**config.mk**
```make
export PLATFORM = sky130hd
export DESIGN_NAME = skew_bank_buf
export DESIGN_NICKNAME = d
export VERILOG_FILES = /design/src/rtl/skew_bank_buf.sv
export SDC_FILE = /design/constraint.sdc
export NUM_CORES = 1
export LEC_CHECK = 0
export BUFFER_PORTS_ARGS = -buffer_cell sky130_fd_sc_hd__buf_4
export CAP_MARGIN = 25
export CORE_MARGIN = 5
export CORE_UTILIZATION = 23
export CTS_CLUSTER_DIAMETER = 150
export DETAILED_ROUTE_END_ITERATION = 7
export PLACE_DENSITY = 0.41
export SKIP_CTS_REPAIR_TIMING = 1
export SLEW_MARGIN = 20
export SYNTH_ARGS = -nofsm -noshare
export SYNTH_HDL_FRONTEND = slang
export SYNTH_SLANG_ARGS = --single-unit
```
**constraint.sdc**
```tcl
create_clock -name clk -period 5.95 [get_ports clk]
set_input_delay 0 -clock clk [delete_from_list [all_inputs] [get_ports clk]]
set_output_delay 0 -clock clk [all_outputs]
set_load 0.02 [all_outputs]
```
**src/rtl/skew_bank_buf.sv**
```systemverilog
// skew_bank_buf
//   Multi-bank operand buffer for the systolic matrix-multiply datapath.
//   The buffer holds BANKS tiles of DIM x DIM signed elements. The host fills
//   one bank row by row while another bank streams out diagonally skewed,
//   either as the A operand (row skew) or as the B operand (column skew).
//
// Ports
//   clk, rst_n        clock, synchronous active-low reset
//   wr_en/wr_row/     write one row (element j = column j) into the current
//   wr_data           write bank
//   wr_commit         close the current write bank and advance the write pointer
//   wr_ready          current write bank accepts writes/commit
//   start, tr         request a stream of the current read bank; tr=0 row skew,
//                     tr=1 column skew
//   busy              a stream is in progress
//   done              pulse on the last beat of a stream
//   dout_valid, dout  registered skewed lanes; dout is zero when not valid
module skew_bank_buf #(
  parameter int BITS  = 8,
  parameter int DIM   = 8,
  parameter int BANKS = 2
) (
  input  logic                      clk,
  input  logic                      rst_n,
  input  logic                      wr_en,
  input  logic [$clog2(DIM)-1:0]    wr_row,
  input  logic [DIM-1:0][BITS-1:0]  wr_data,
  input  logic                      wr_commit,
  output logic                      wr_ready,
  input  logic                      start,
  input  logic                      tr,
  output logic                      busy,
  output logic                      done,
  output logic                      dout_valid,
  output logic [DIM-1:0][BITS-1:0]  dout
);
  localparam int RW = $clog2(DIM);
  localparam int PW = (BANKS > 1) ? $clog2(BANKS) : 1;
  localparam int TW = $clog2(2 * DIM);
  localparam logic [TW-1:0] LAST_BEAT = TW'(2 * DIM - 2);
  localparam logic [PW-1:0] LAST_BANK = PW'(BANKS - 1);

  typedef enum logic [1:0] {EMPTY, FILLING, FULL, STREAMING} bank_state_e;

  bank_state_e               state_q [BANKS];
  bank_state_e               state_d [BANKS];
  // A row reads as zero until it has been written since the bank last emptied.
  logic [DIM-1:0]            mask_q  [BANKS];
  logic [DIM-1:0]            mask_d  [BANKS];
  logic [DIM-1:0][BITS-1:0]  mem_q   [BANKS][DIM];

  logic [PW-1:0]             wr_ptr_q, wr_ptr_d;
  logic [PW-1:0]             rd_ptr_q, rd_ptr_d;
  logic                      busy_q, busy_d;
  logic                      done_q, done_d;
  logic                      valid_q, valid_d;
  logic                      tr_q, tr_d;
  logic [TW-1:0]             beat_q, beat_d;
  logic [DIM-1:0][BITS-1:0]  dout_q, dout_d;

  logic                      wr_ok;
  logic                      accept;
  logic [PW-1:0]             sel_bank;
  logic [TW-1:0]             sel_beat;
  logic                      sel_tr;
  int                        lane_k;

  function automatic logic [PW-1:0] ptr_inc(input logic [PW-1:0] p);
    return (p == LAST_BANK) ? '0 : p + PW'(1);
  endfunction

  assign wr_ok      = (state_q[wr_ptr_q] == EMPTY) || (state_q[wr_ptr_q] == FILLING);
  assign wr_ready   = wr_ok;
  assign busy       = busy_q;
  assign done       = done_q;
  assign dout_valid = valid_q;
  assign dout       = dout_q;

  always_comb begin
    state_d  = state_q;
    mask_d   = mask_q;
    wr_ptr_d = wr_ptr_q;
    lane_k   = 0;

    // In the done cycle the read pointer already looks at the next bank, so a
    // start presented now can chain without a bubble.
    rd_ptr_d = done_q ? ptr_inc(rd_ptr_q) : rd_ptr_q;
    accept   = start && (!busy_q || done_q) && (state_q[rd_ptr_d] == FULL);

    if (done_q) begin
      state_d[rd_ptr_q] = EMPTY;
      mask_d[rd_ptr_q]  = '0;
    end

    // The write bank is never the streaming or the freed bank, so these
    // updates cannot collide with the read side.
    if (wr_ok && wr_en) begin
      mask_d[wr_ptr_q][wr_row] = 1'b1;
      if (state_q[wr_ptr_q] == EMPTY) state_d[wr_ptr_q] = FILLING;
    end
    if (wr_ok && wr_commit) begin
      state_d[wr_ptr_q] = FULL;
      wr_ptr_d          = ptr_inc(wr_ptr_q);
    end

    if (accept) state_d[rd_ptr_d] = STREAMING;

    sel_bank = accept ? rd_ptr_d : rd_ptr_q;
    sel_beat = accept ? '0 : beat_q + TW'(1);
    sel_tr   = accept ? tr : tr_q;

    busy_d  = accept || (busy_q && !done_q);
    valid_d = busy_d;
    beat_d  = busy_d ? sel_beat : '0;
    tr_d    = sel_tr;
    done_d  = busy_d && (sel_beat == LAST_BEAT);

    // Lane j carries diagonal element (j, t-j) of the tile, transposed in
    // column mode; terms off the tile stay zero.
    dout_d = '0;
    if (busy_d) begin
      for (int j = 0; j < DIM; j++) begin
        lane_k = int'(sel_beat) - j;
        if (lane_k >= 0 && lane_k < DIM) begin
          if (sel_tr) begin
            if (mask_q[sel_bank][lane_k[RW-1:0]])
              dout_d[RW'(j)] = mem_q[sel_bank][lane_k[RW-1:0]][RW'(j)];
          end else begin
            if (mask_q[sel_bank][RW'(j)])
              dout_d[RW'(j)] = mem_q[sel_bank][RW'(j)][lane_k[RW-1:0]];
          end
        end
      end
    end
  end

  always_ff @(posedge clk) begin
    if (!rst_n) begin
      for (int b = 0; b < BANKS; b++) begin
        state_q[b] <= EMPTY;
        mask_q[b]  <= '0;
      end
      wr_ptr_q <= '0;
      rd_ptr_q <= '0;
      busy_q   <= 1'b0;
      done_q   <= 1'b0;
      valid_q  <= 1'b0;
      tr_q     <= 1'b0;
      beat_q   <= '0;
      dout_q   <= '0;
    end else begin
      state_q  <= state_d;
      mask_q   <= mask_d;
      wr_ptr_q <= wr_ptr_d;
      rd_ptr_q <= rd_ptr_d;
      busy_q   <= busy_d;
      done_q   <= done_d;
      valid_q  <= valid_d;
      tr_q     <= tr_d;
      beat_q   <= beat_d;
      dout_q   <= dout_d;
    end
  end

  // Tile storage carries no reset; the row mask hides anything stale.
  always_ff @(posedge clk) begin
    if (wr_ok && wr_en) mem_q[wr_ptr_q][wr_row] <= wr_data;
  end

endmodule

```
==> impl_metrics.csv <==
group,metric,value,unit
outcome,status,"finished, final reports clean",
clock_tree,clk_pin_slew_worst_paths,0.07,ns
floorplanning,core_area,149000,sq um
setup_path,critPathSlowestCell,"o211a_1",
logic_synthesis,async_flop_share,0,%
placement,io_buffer_count,108,
sta,fmax,0.214,GHz
logic_synthesis,syn_inst,2517,
detailed_routing,drtIter0Drc,2183,
setup_path,cp_common_cell,"buf_4",
setup_path,rr_worst_depth,13,
sta,skew,0.0318,ns
sta,slew_headroom,22.9,%
floorplanning,io_pins,141,
clock_tree,clk_latency,0.69,ns
detailed_routing,dr.max_layer_used,"met4",
sta,slew_violations,0,
setup_path,critPathLaunchType,"flip-flop",
setup_path,rr_startpoint,"rd_ptr_q",
floorplanning,fp.dieH,397,um
clock_tree,cts_buffers,96,
setup_path,cp_max_fo,18,
finish,drive_gt1_share,14.1,%
global_route,grt_max_degree,117,
detailed_routing,wl_met3,7990,um
clock_tree,cts-root-buf,"clkbuf_16",
finish,finalNetCount,2786,
setup_path,r2r_end,"dout[11]",
min_path,whs_path_depth,3,
sta,totalNegativeSetupSlack,0,ns
power,ir_drop,0.203,mV
detailed_routing,vias,22100,
min_path,hp-start,"wr_row[1]",
detailed_routing,drc,0,
job,drv_cap,0,
floorplanning,rows,142,
sta,min_period_over_period,78.4,%
global_route,grt_pass1_wl,176000,um
power,power.leakage,13.8,nW
floorplanning,start_util,23.1,%
global_route,grt_pass1_vias,21000,
sta,fin_crit,4.66,ns
logic_synthesis,synth_edf_count,768,
logic_synthesis,synthFlopType,"edfxtp_1",
setup_path,crit_required,6.57,ns
power,power.density,325,nW/um^2
detailed_routing,drt_wl_total,128000,um
global_route,grt_use_total,15.8,%
setup_path,path_delay_family,"compound AO/OA/AOI/OAI gates",
detailed_routing,met1_length,58700,um
logic_synthesis,synth_seq_cells,829,
logic_synthesis,yosys.cell_types.count,82,
setup_path,arrival,5.28,ns
detailed_routing,drt-pass1-iter-count,5,
placement,gp_congestion,0.826,
setup_path,endpoint_kind,"flip-flop",
sta,grt_setup_unrepaired,"no",
clock_tree,htree_levels,3,
min_path,min_to,"mem_q[0][325]",
sta,worst_pin_slew,1.15,ns
placement,dp_hpwl,82700,um
detailed_routing,ant_nets,0,
logic_synthesis,syn_area,34400,sq um
detailed_routing,post_drt_via_cell_ratio,4.67,
finish,final_util,27.8,%
clock_tree,cts_buffer_depth,3,
global_route,antenna_found_initial,4,
clock_tree,cts_tree,"built",
logic_synthesis,synth.avg_cell_area,13.7,sq um
logic_synthesis,synth_seq_area_share,70.6,%
sta,hold_violations,0,
power,finalPower,13.5,mW
global_route,grt_overflow,0,
setup_path,path_class,"reg2reg",
logic_synthesis,synth_warnings,0,
setup_path,critPathMaxStageDelay,0.68,ns
setup_path,critical_path_buf_inv_count,3,
clock_tree,clkSinkCount,829,
floorplanning,die_area,157000,sq um
sta,setup_viol,0,
min_path,hold_path_class,"in2reg",
detailed_routing,wl_met2,58700,um
floorplanning,die_x,397,um
detailed_routing,wl_per_cell,27.0,um
finish,syn_to_final_growth,20.6,%
setup_path,r2r_setup_slack,1.29,ns
setup_path,path_cells,"nand3b_1 > o211a_1 > a21boi_4 > inv_2 > buf_4 > ha_1 > o2111ai_1 > o22ai_1 > a21o_1 > buf_4 > and3_1 > o21ba_2 > a22o_1",
[per-layer routing]
metal	up-vias	GRT usage [%]
met4	0	3.88
met2	751	24.9
met5	-	0
met3	130	2.97
met1	11400	22.5
li1	9838	-
[worst max path at each step]
stage,from,endpoint,slack (ns),depth (start not counted)
2_1_floorplan,state_q[1],mem_q[1][448],1.30,5
3_3_place_gp,rd_ptr_q,dout[11],1.45,13
3_5_place_dp,rd_ptr_q,dout[11],1.40,13
4_1_cts,rd_ptr_q,dout[9],1.38,13
5_1_grt,rd_ptr_q,dout[10],1.20,13
6_report,rd_ptr_q,dout[11],1.29,13
[kinds of logic (layout without fill, tap and decap cells)]
logic type                 Yosys count  after routing  synth area share (%)
AOI/OAI and AO/OA                  333            333                  7.14
xor gates and xnor gates             9              9                 0.327
adders and majority gates            3              3                 0.109
buffers and inverters              194            438                  3.10
DFF                                829            829                  70.6
muxes                              197            197                  6.82
other                                1             35                0.0109
and+or+nand+nor                    951            951                  11.9
[cells in the final DEF, fill, tap and decap left out, drive strengths merged, types with 29 or more instances in the layout]
cell           n
edfxtp       768
nand2        562
nand3        239
buf          179
mux2i        161
clkbuf       137
a21oi         84
dlygate4sd3   69
dfxtp         61
nor2          59
clkinv        35
conb          32
mux4          29
[cell usage after synthesis (all sizes together), types with 24 or more instances]
| library cell | number | area, sq um |
|---|---|---|
| a21oi | 84 | 439 |
| edfxtp | 768 | 23100 |
| o211ai | 24 | 180 |
| mux4 | 29 | 653 |
| nand2 | 562 | 2110 |
| mux2i | 161 | 1610 |
| dfxtp | 61 | 1220 |
| clkbuf | 46 | 174 |
| o21ai | 27 | 143 |
| nor2 | 59 | 221 |
| buf | 138 | 857 |
| nand3 | 239 | 1200 |
[through the flow]
step                worst slack [ns]  instance area (sq um)  instances  hold slack (ns)
global placement                1.45                  37600       4485            0.247
finish                          1.29                  41500       4739            0.103
CTS                             1.38                  40800       4667           -0.491
global route                    1.20                  41500       4736           0.0857
detailed placement              1.40                  37700       4487            0.246
floorplan                       1.30                  34600       2548           0.0989
[area by class of cell]
| type | count | area (sq um) |
|---|---|---|
| diodes | 3 | 7.51 |
| clock buffers | 137 | 2720 |
| clock inverters | 43 | 417 |
| fillers | 15200 | 108000 |
| inverters | 10 | 40.0 |
| multi-input cells | 1525 | 9410 |
| flip-flops and latches | 829 | 24300 |
| well taps | 1944 | 2430 |
| repair buffers | 248 | 2190 |
[state kept, by name (all words and copies together) (netlist names)]
register,count
beat_q,4
busy,1
done,1
dout,32
mask_q,16
mem_q,768
rd_ptr_q,1
state_q,4
tr_q,1
wr_ptr_q,1
[worst reg2reg max path, stage by stage, from the launching register on]
cell,delay (ns)
dfxtp_1,0.60
nand3b_1,0.22
o211a_1,0.68
a21boi_4,0.11
inv_2,0.09
buf_4,0.28
ha_1,0.36
o2111ai_1,0.23
o22ai_1,0.30
a21o_1,0.62
buf_4,0.32
and3_1,0.32
o21ba_2,0.29
a22o_1,0.17
[report_power, final]
| group | switching (mW) | leakage, nW | internal, mW |
|---|---|---|---|
| Clock | 2.45 | 1.54 | 3.45 |
| Sequential | 0.0248 | 7.42 | 6.44 |
| Combinational | 0.817 | 4.82 | 0.321 |
| Total | 3.29 | 13.8 | 10.2 |
No activity file was read; power rests on OpenSTA's default activity.
